File: src/rtl/adpll_search_ctrl.sv
// adpll_search_ctrl: binary-search DCO acquisition, LSB tracking and lock detection.
// Define ADPLL_UNLOCK_DETECT_EN to enable loss-of-lock detection and re-acquisition.
module adpll_search_ctrl #(
    parameter int CODE_W      = 7,
    parameter int INIT_CODE   = 2 ** (CODE_W - 1),
    parameter int INIT_STEP   = 2 ** (CODE_W - 2),
    parameter int LOCK_CNT    = 4,
    parameter int UNLOCK_CNT  = 8,
    parameter int RELOCK_STEP = 8
) (
    input  logic                   reset,
    input  logic                   phase_clk,
    input  logic                   p_up,
    input  logic                   p_down,
    output logic [CODE_W-1:0]      dco_code,
    output logic [2**CODE_W-1:0]   enable,
    output logic                   freq_lock,
    output logic                   polarity,
    output logic [1:0]             state
);
    localparam logic [1:0] SEARCH = 2'd0, TRACK = 2'd1, LOCKED = 2'd2;
    localparam logic [1:0] D_NONE = 2'd0, D_UP = 2'd1, D_DN = 2'd2;

    if (LOCK_CNT < 1 || LOCK_CNT > 15 || UNLOCK_CNT < 1 || UNLOCK_CNT > 255 ||
        INIT_STEP < 2 || RELOCK_STEP < 2) begin : g_param_chk
        $error("adpll_search_ctrl: parameter out of range");
    end

    logic [CODE_W-1:0] step, step_n, step_half, mv_step, code_n, code_mv;
    logic [CODE_W:0]   sum_up, sum_dn;
    logic [1:0]        dir, last_dir, last_n, state_n;
    logic [3:0]        rev_cnt, rev_cnt_n, rev_inc;
    logic              mv, rev, search_done, lock_hit, unlock_hit, lock_n;

    assign dir = (!p_up && p_down) ? D_UP : (!p_down && p_up) ? D_DN : D_NONE;
    assign mv  = dir != D_NONE;
    assign rev = mv && last_dir != D_NONE && dir != last_dir;

    // Search halves the step before moving, so a reversal lands between the last two probes
    assign step_half = step >> 1;
    assign mv_step   = state == SEARCH ? (rev ? step_half : step) : CODE_W'(1);
    assign sum_up    = {1'b0, dco_code} + {1'b0, mv_step};
    assign sum_dn    = {1'b0, dco_code} - {1'b0, mv_step};
    assign code_mv   = dir == D_UP ? (sum_up[CODE_W] ? '1 : sum_up[CODE_W-1:0])
                                   : (sum_dn[CODE_W] ? '0 : sum_dn[CODE_W-1:0]);

    assign rev_inc     = rev_cnt + 4'd1;
    assign search_done = state == SEARCH && rev && step_half == CODE_W'(1);
    assign lock_hit    = state == TRACK && rev && rev_inc == 4'(LOCK_CNT);

`ifdef ADPLL_UNLOCK_DETECT_EN
    logic [7:0] run_cnt, run_inc;
    assign run_inc    = run_cnt + 8'd1;
    assign unlock_hit = state == LOCKED && mv && !rev && run_inc == 8'(UNLOCK_CNT);
    always_ff @(posedge reset or negedge phase_clk)
        if (reset)
            run_cnt <= '0;
        else if (mv && state == LOCKED)
            run_cnt <= (rev || unlock_hit) ? 8'd0 : run_inc;
`else
    assign unlock_hit = 1'b0;
`endif

    always_ff @(posedge reset or negedge phase_clk)
        if (reset) begin
            state     <= SEARCH;
            dco_code  <= CODE_W'(INIT_CODE);
            step      <= CODE_W'(INIT_STEP);
            last_dir  <= D_NONE;
            rev_cnt   <= '0;
            freq_lock <= 1'b0;
            polarity  <= 1'b0;
        end else begin
            state     <= state_n;
            dco_code  <= code_n;
            step      <= step_n;
            last_dir  <= last_n;
            rev_cnt   <= rev_cnt_n;
            freq_lock <= lock_n;
            polarity  <= rev;
        end

    always_comb begin
        state_n = !mv ? state : search_done ? TRACK : lock_hit ? LOCKED :
                  unlock_hit ? SEARCH : state;
    end

    always_comb begin
        code_n    = mv ? code_mv : dco_code;
        last_n    = mv ? dir : last_dir;
        step_n    = !mv ? step : unlock_hit ? CODE_W'(RELOCK_STEP) :
                    (state == SEARCH && rev) ? step_half : step;
        rev_cnt_n = !mv ? rev_cnt : state == TRACK ? (rev ? rev_inc : 4'd0) :
                    (search_done || unlock_hit) ? 4'd0 : rev_cnt;
        lock_n    = !mv ? freq_lock : lock_hit ? 1'b1 : unlock_hit ? 1'b0 : freq_lock;
    end

    for (genvar i = 0; i < 2 ** CODE_W; i++) begin : g_therm
        assign enable[i] = CODE_W'(i) < dco_code;
    end
endmodule

File: config.mk
export PLATFORM = sky130hd
export DESIGN_NAME = adpll_search_ctrl
export DESIGN_NICKNAME = d
export VERILOG_FILES = /design/src/rtl/adpll_search_ctrl.sv
export SDC_FILE = /design/constraint.sdc
export NUM_CORES = 1
export LEC_CHECK = 0
export BUFFER_PORTS_ARGS = -buffer_cell sky130_fd_sc_hd__buf_2
export CAP_MARGIN = 30
export CELL_PAD_IN_SITES_DETAIL_PLACEMENT = 1
export CELL_PAD_IN_SITES_GLOBAL_PLACEMENT = 1
export CORE_MARGIN = 2
export CORE_UTILIZATION = 31
export DETAILED_ROUTE_END_ITERATION = 10
export PLACE_DENSITY = 0.83
export REMOVE_ABC_BUFFERS = 1
export SYNTH_ARGS = -nofsm -noshare
export SYNTH_HDL_FRONTEND = slang
export SYNTH_SLANG_ARGS = --single-unit
File: constraint.sdc
create_clock -name phase_clk -period 4.4 [get_ports phase_clk]
set_clock_uncertainty 0.15 [all_clocks]
set_input_delay 0.66 -clock phase_clk [delete_from_list [all_inputs] [get_ports phase_clk]]
set_output_delay 0.66 -clock phase_clk [all_outputs]
set_load 0.01 [all_outputs]
==> run metrics, run 1 <==
run status did not finish; Halt Stage global routing (5_1_grt); First Error [ERROR GRT-0232] Routing congestion too high. Check the congestion heatmap in the GUI.; unique cell type count in the Yosys netlist 57; EDFF count, synth 0; Clock Tree Buf Depth 2; Die Span X 97.98 um; Synth Warn # 0; Synth Register Bits 23; gp weighted congestion 1.003; average size of a mapped cell 6.810 um2; synthesized cell area 0.002738 mm2; Clock Sinks 23; FP Rows 34; Detail Placement HPWL between 9 and 10 mm; post-placement setup slack -1.805 ns; CTS Root Cell clkbuf_8; global route overflow 146; largest net degree at the start of global routing 22; htree depth 1; Port Buffers 141; largest area contributor in the netlist dfrtn_1; Top-Level Pins 143; register area share after synthesis 21.12%; Post-synth ARST share 100.0%; CTS Hold Buffers Added 0; ys flop type dfrtn_1; die height a little under 100 um; Syn Inst Count between 400 and 500; Total GRT Usage 78.23%; placed cell count 699; worst endpoint pin kind sequential cell input; synth top area cells dfrtn_1, a21oi_1, o21ai_0; Post-synth top cells nand2_1, a21oi_1, nor2_1, o21ai_0, inv_1; worst endpoint after global-route timing repair dco_code[1]$_DFFE_NP0P_/D; Yosys top cell area share 19.20%; Initial Util 31.70%; total CTS buffers 3; count leader, synth nand2_1
through the flow:
stage	setup TNS (ns)	hold slack [ns]	util, %	cell area (um2)
detailed placement	-17.78	0.2986	46.86	4046
global placement	-13.97	0.2734	46.86	4046
floorplan	-42.26	0.2718	-	2585
CTS	-25.58	0.3008	72.59	6269
kinds of logic after synthesis:
group,Yosys count,share of synthesized area [%]
AO/OA/AOI/OAI,148,32.54
multiplexers,7,2.925
flip-flops,23,21.12
AND/OR/NAND/NOR,136,22.21
adder cells (fa/ha/maj),19,9.232
buffers and inverters,60,9.277
other,1,0.1370
XOR/XNOR,8,2.560
timing repair:
action | in CTS
pin swaps | 106
buffers inserted | 67
gates cloned | 15
endpoints found under the setup margin | 134
gates resized for setup | 406
layer usage:
metal	track usage, %	GRT overflow
met3	52.68	0
met2	99.00	83
met1	79.36	0
met4	87.18	63
met5	3.077	0
==> run 2, diff against run 1 <==
CELL_PAD_IN_SITES_DETAIL_PLACEMENT = not set   (was 1)
CELL_PAD_IN_SITES_GLOBAL_PLACEMENT = not set   (was 1)
CORE_UTILIZATION = 35   (was 31)
PLACE_DENSITY = not set   (was 0.83)
PLACE_DENSITY_LB_ADDON = 0.15   (was not set)
==> run metrics, run 2 <==
Yosys top cell area share between 10% and 20%; CTS Hold Buffers Added 0; Final Hold Vio Count 0; Clk pin slew, worst setup/hold paths 0.07 ns; global route overflow 0; total CTS buffers 3; antenna violations before repair 0; largest net degree at the start of global routing 24; vias in the first global route between 4000 and 5000; Syn-to-layout area delta 162.2%; Final WS setup -1.349 ns; Total GRT Usage 35.01%; Clock Tree Buf Depth 2; R2R Path Start last_dir[0]; EDFF count, synth 0; average size of a mapped cell 6.810 um2; CP Launch Type input pin; largest area contributor in the netlist dfrtn_1; first-pass GRT wire length 23.75 mm; Clock Sinks 23; Worst-Skew Late Latency 0.38 ns; net switching power 2.736 mW; average vias per placed instance 6.704; leakage power figure 3.262 nW; run status finished with violations; max cap viols 0; Core Area 0.007647 mm2; Layout Cells excl Fill 774; Detail Placement HPWL 7.970 mm; hold crit path type flip-flop to flip-flop; VDD IR-drop max 0.5148 mV; Crit path arrival time 3.53 ns; Post-synth top cells nand2_1, a21oi_1, nor2_1, o21ai_0, inv_1; Worst Setup SP p_up; number of flip-flops in the largest register 7; commonest non-fill, non-tap cell in the layout buf_6; Die Area 0.008545 mm2; register area share after synthesis about a fifth; violated checks negative setup slack; Port Buffers 141; DR iter-0 viols 604; WS Path Type input pin to flip-flop; required time worst endpoint approximately 2.2 ns; share of power burned in registers under 10%; Setup violations, final between 100 and 150; HP Start freq_lock; most frequent cells in the layout buf_6, buf_2, buf_4; htree depth 1; synth top area cells dfrtn_1, a21oi_1, o21ai_0; Die Span X 92.44 um; Combinational Power Share 90.5%; Crit Path Max Fanout 7; FP Rows 32; count leader, synth nand2_1; fin. max-slew vios 0; most flop-heavy register dco_code; Synth Warn # 0; Routed Antenna Nets 0; CTS tree yes; layout cell share with drive strength beyond 1 around four fifths; ys flop type dfrtn_1; Crit. End Element flip-flop; top flop regs dco_code: 7 flops, step: 6 flops, rev_cnt: 4 flops; Syn Inst Count around 400; Top-Level Pins 143; First-pass DRT Iterations 8; synthesized cell area 0.002738 mm2; die height around 92 um; gp weighted congestion between 0.9 and 1; share of the core filled with cells a little over nine tenths; DR DRC count 0; post-placement setup slack -1.559 ns; Power Internal 2.454 mW; Pwr Density 722.9 mW/mm2; Synth Register Bits 23; Worst R2R Setup Slack 1.03 ns; routed len/inst 29.97 um; antenna cell count 0; drt total wl 23.20 mm; Sw Share 52.72%; DR vias between 5000 and 6000; unique cell type count in the Yosys netlist 57; placed cell count 688; Nets 696; CTS Root Cell clkbuf_8; Initial Util around 36%; Post-synth ARST share 100.0%; RSZ-0062 raised after global routing true; Clk pwr share under 10%
==> run 2: cell counts after synthesis <==
No cell type changed its count.
==> run 2: critical path, stage by stage <==
cell and delay [ns]:
buf_8 0.09, inv_4 0.04, ha_4 0.16, and2b_1 0.17, o21ai_2 0.15, a21o_1 0.23
nor3b_4 0.31, buf_6 0.19, a22oi_2 0.10, ha_1 0.40, buf_4 0.18, nor2_1 0.15
o21ai_0 0.17, a32oi_1 0.40, o21ai_1 0.13
==> run 2: area by class of cell <==
class | count | area (um2)
Multi-Input combinational cell | 319 | 3354
Timing Repair Buffer | 298 | 2904
Clock buffer | 4 | 66.31
Clock inverter | 2 | 7.507
Tap cell | 102 | 127.6
Sequential cell | 23 | 578.1
Fill cell | 183 | 469.2
Inverter | 26 | 140.1
==> run 2: logic make-up after synthesis <==
family          synth area share, %
compound gates                32.54
simple gates                  22.21
buf+inv                       9.277
flops                         21.12
fa+ha+maj                     9.232
xor+xnor                      2.560
mux                           2.925
other cells                  0.1370
==> run 2: metrics by stage <==
step,instance area [um2],setup TNS [ns],power (mW),hold WS [ns]
2_1_floorplan,2585,-42.26,1.309,0.2718
3_3_place_gp,4014,-11.53,2.296,0.2451
3_5_place_dp,4014,-12.80,2.303,0.2580
4_1_cts,6038,-27.48,3.806,0.2606
5_1_grt,7178,-55.65,5.278,0.2868
6_report,7178,-55.32,5.189,0.2704
==> run 2: metal layers <==
metal  vias to the layer above  GRT usage (%)  part of all wire, %  wire (um)
met5                         -              0                    0          0
met3                       242          9.276                   14       3279
li1                       1944              -                    -          -
met2                       597          62.53                   43      10040
met1                      2406          35.97                   33       7565
met4                         0          22.51                   10       2314
==> run 2: path summary, 6_finish.rpt <==
path | to | depth (start not counted)
max | dco_code[3] | 15
max reg2reg | dco_code[3] | 12
min reg2reg | freq_lock | 1
min | freq_lock | 1
max in group asynchronous | step[5] | 3
min in group asynchronous | dco_code[5] | 3
==> run 2: power by group through the flow <==
| stage | Combinational (mW) | Clock, mW | Sequential, mW |
|---|---|---|---|
| global placement | 2.01 | 0.00427 | 0.279 |
| global route | 4.78 | 0.205 | 0.290 |
| floorplan | 0.969 | 0.00427 | 0.335 |
| detailed placement | 2.02 | 0.00427 | 0.281 |
| CTS | 3.34 | 0.185 | 0.280 |
| finish | 4.70 | 0.201 | 0.292 |
==> run 2: timing repair <==
item	CTS	global route
gates cloned	15	3
pin swaps	97	73
buffers inserted	53	24
gates resized for setup	353	210
endpoints found under the setup margin	130	142
Power figures use the tool's default switching activity.
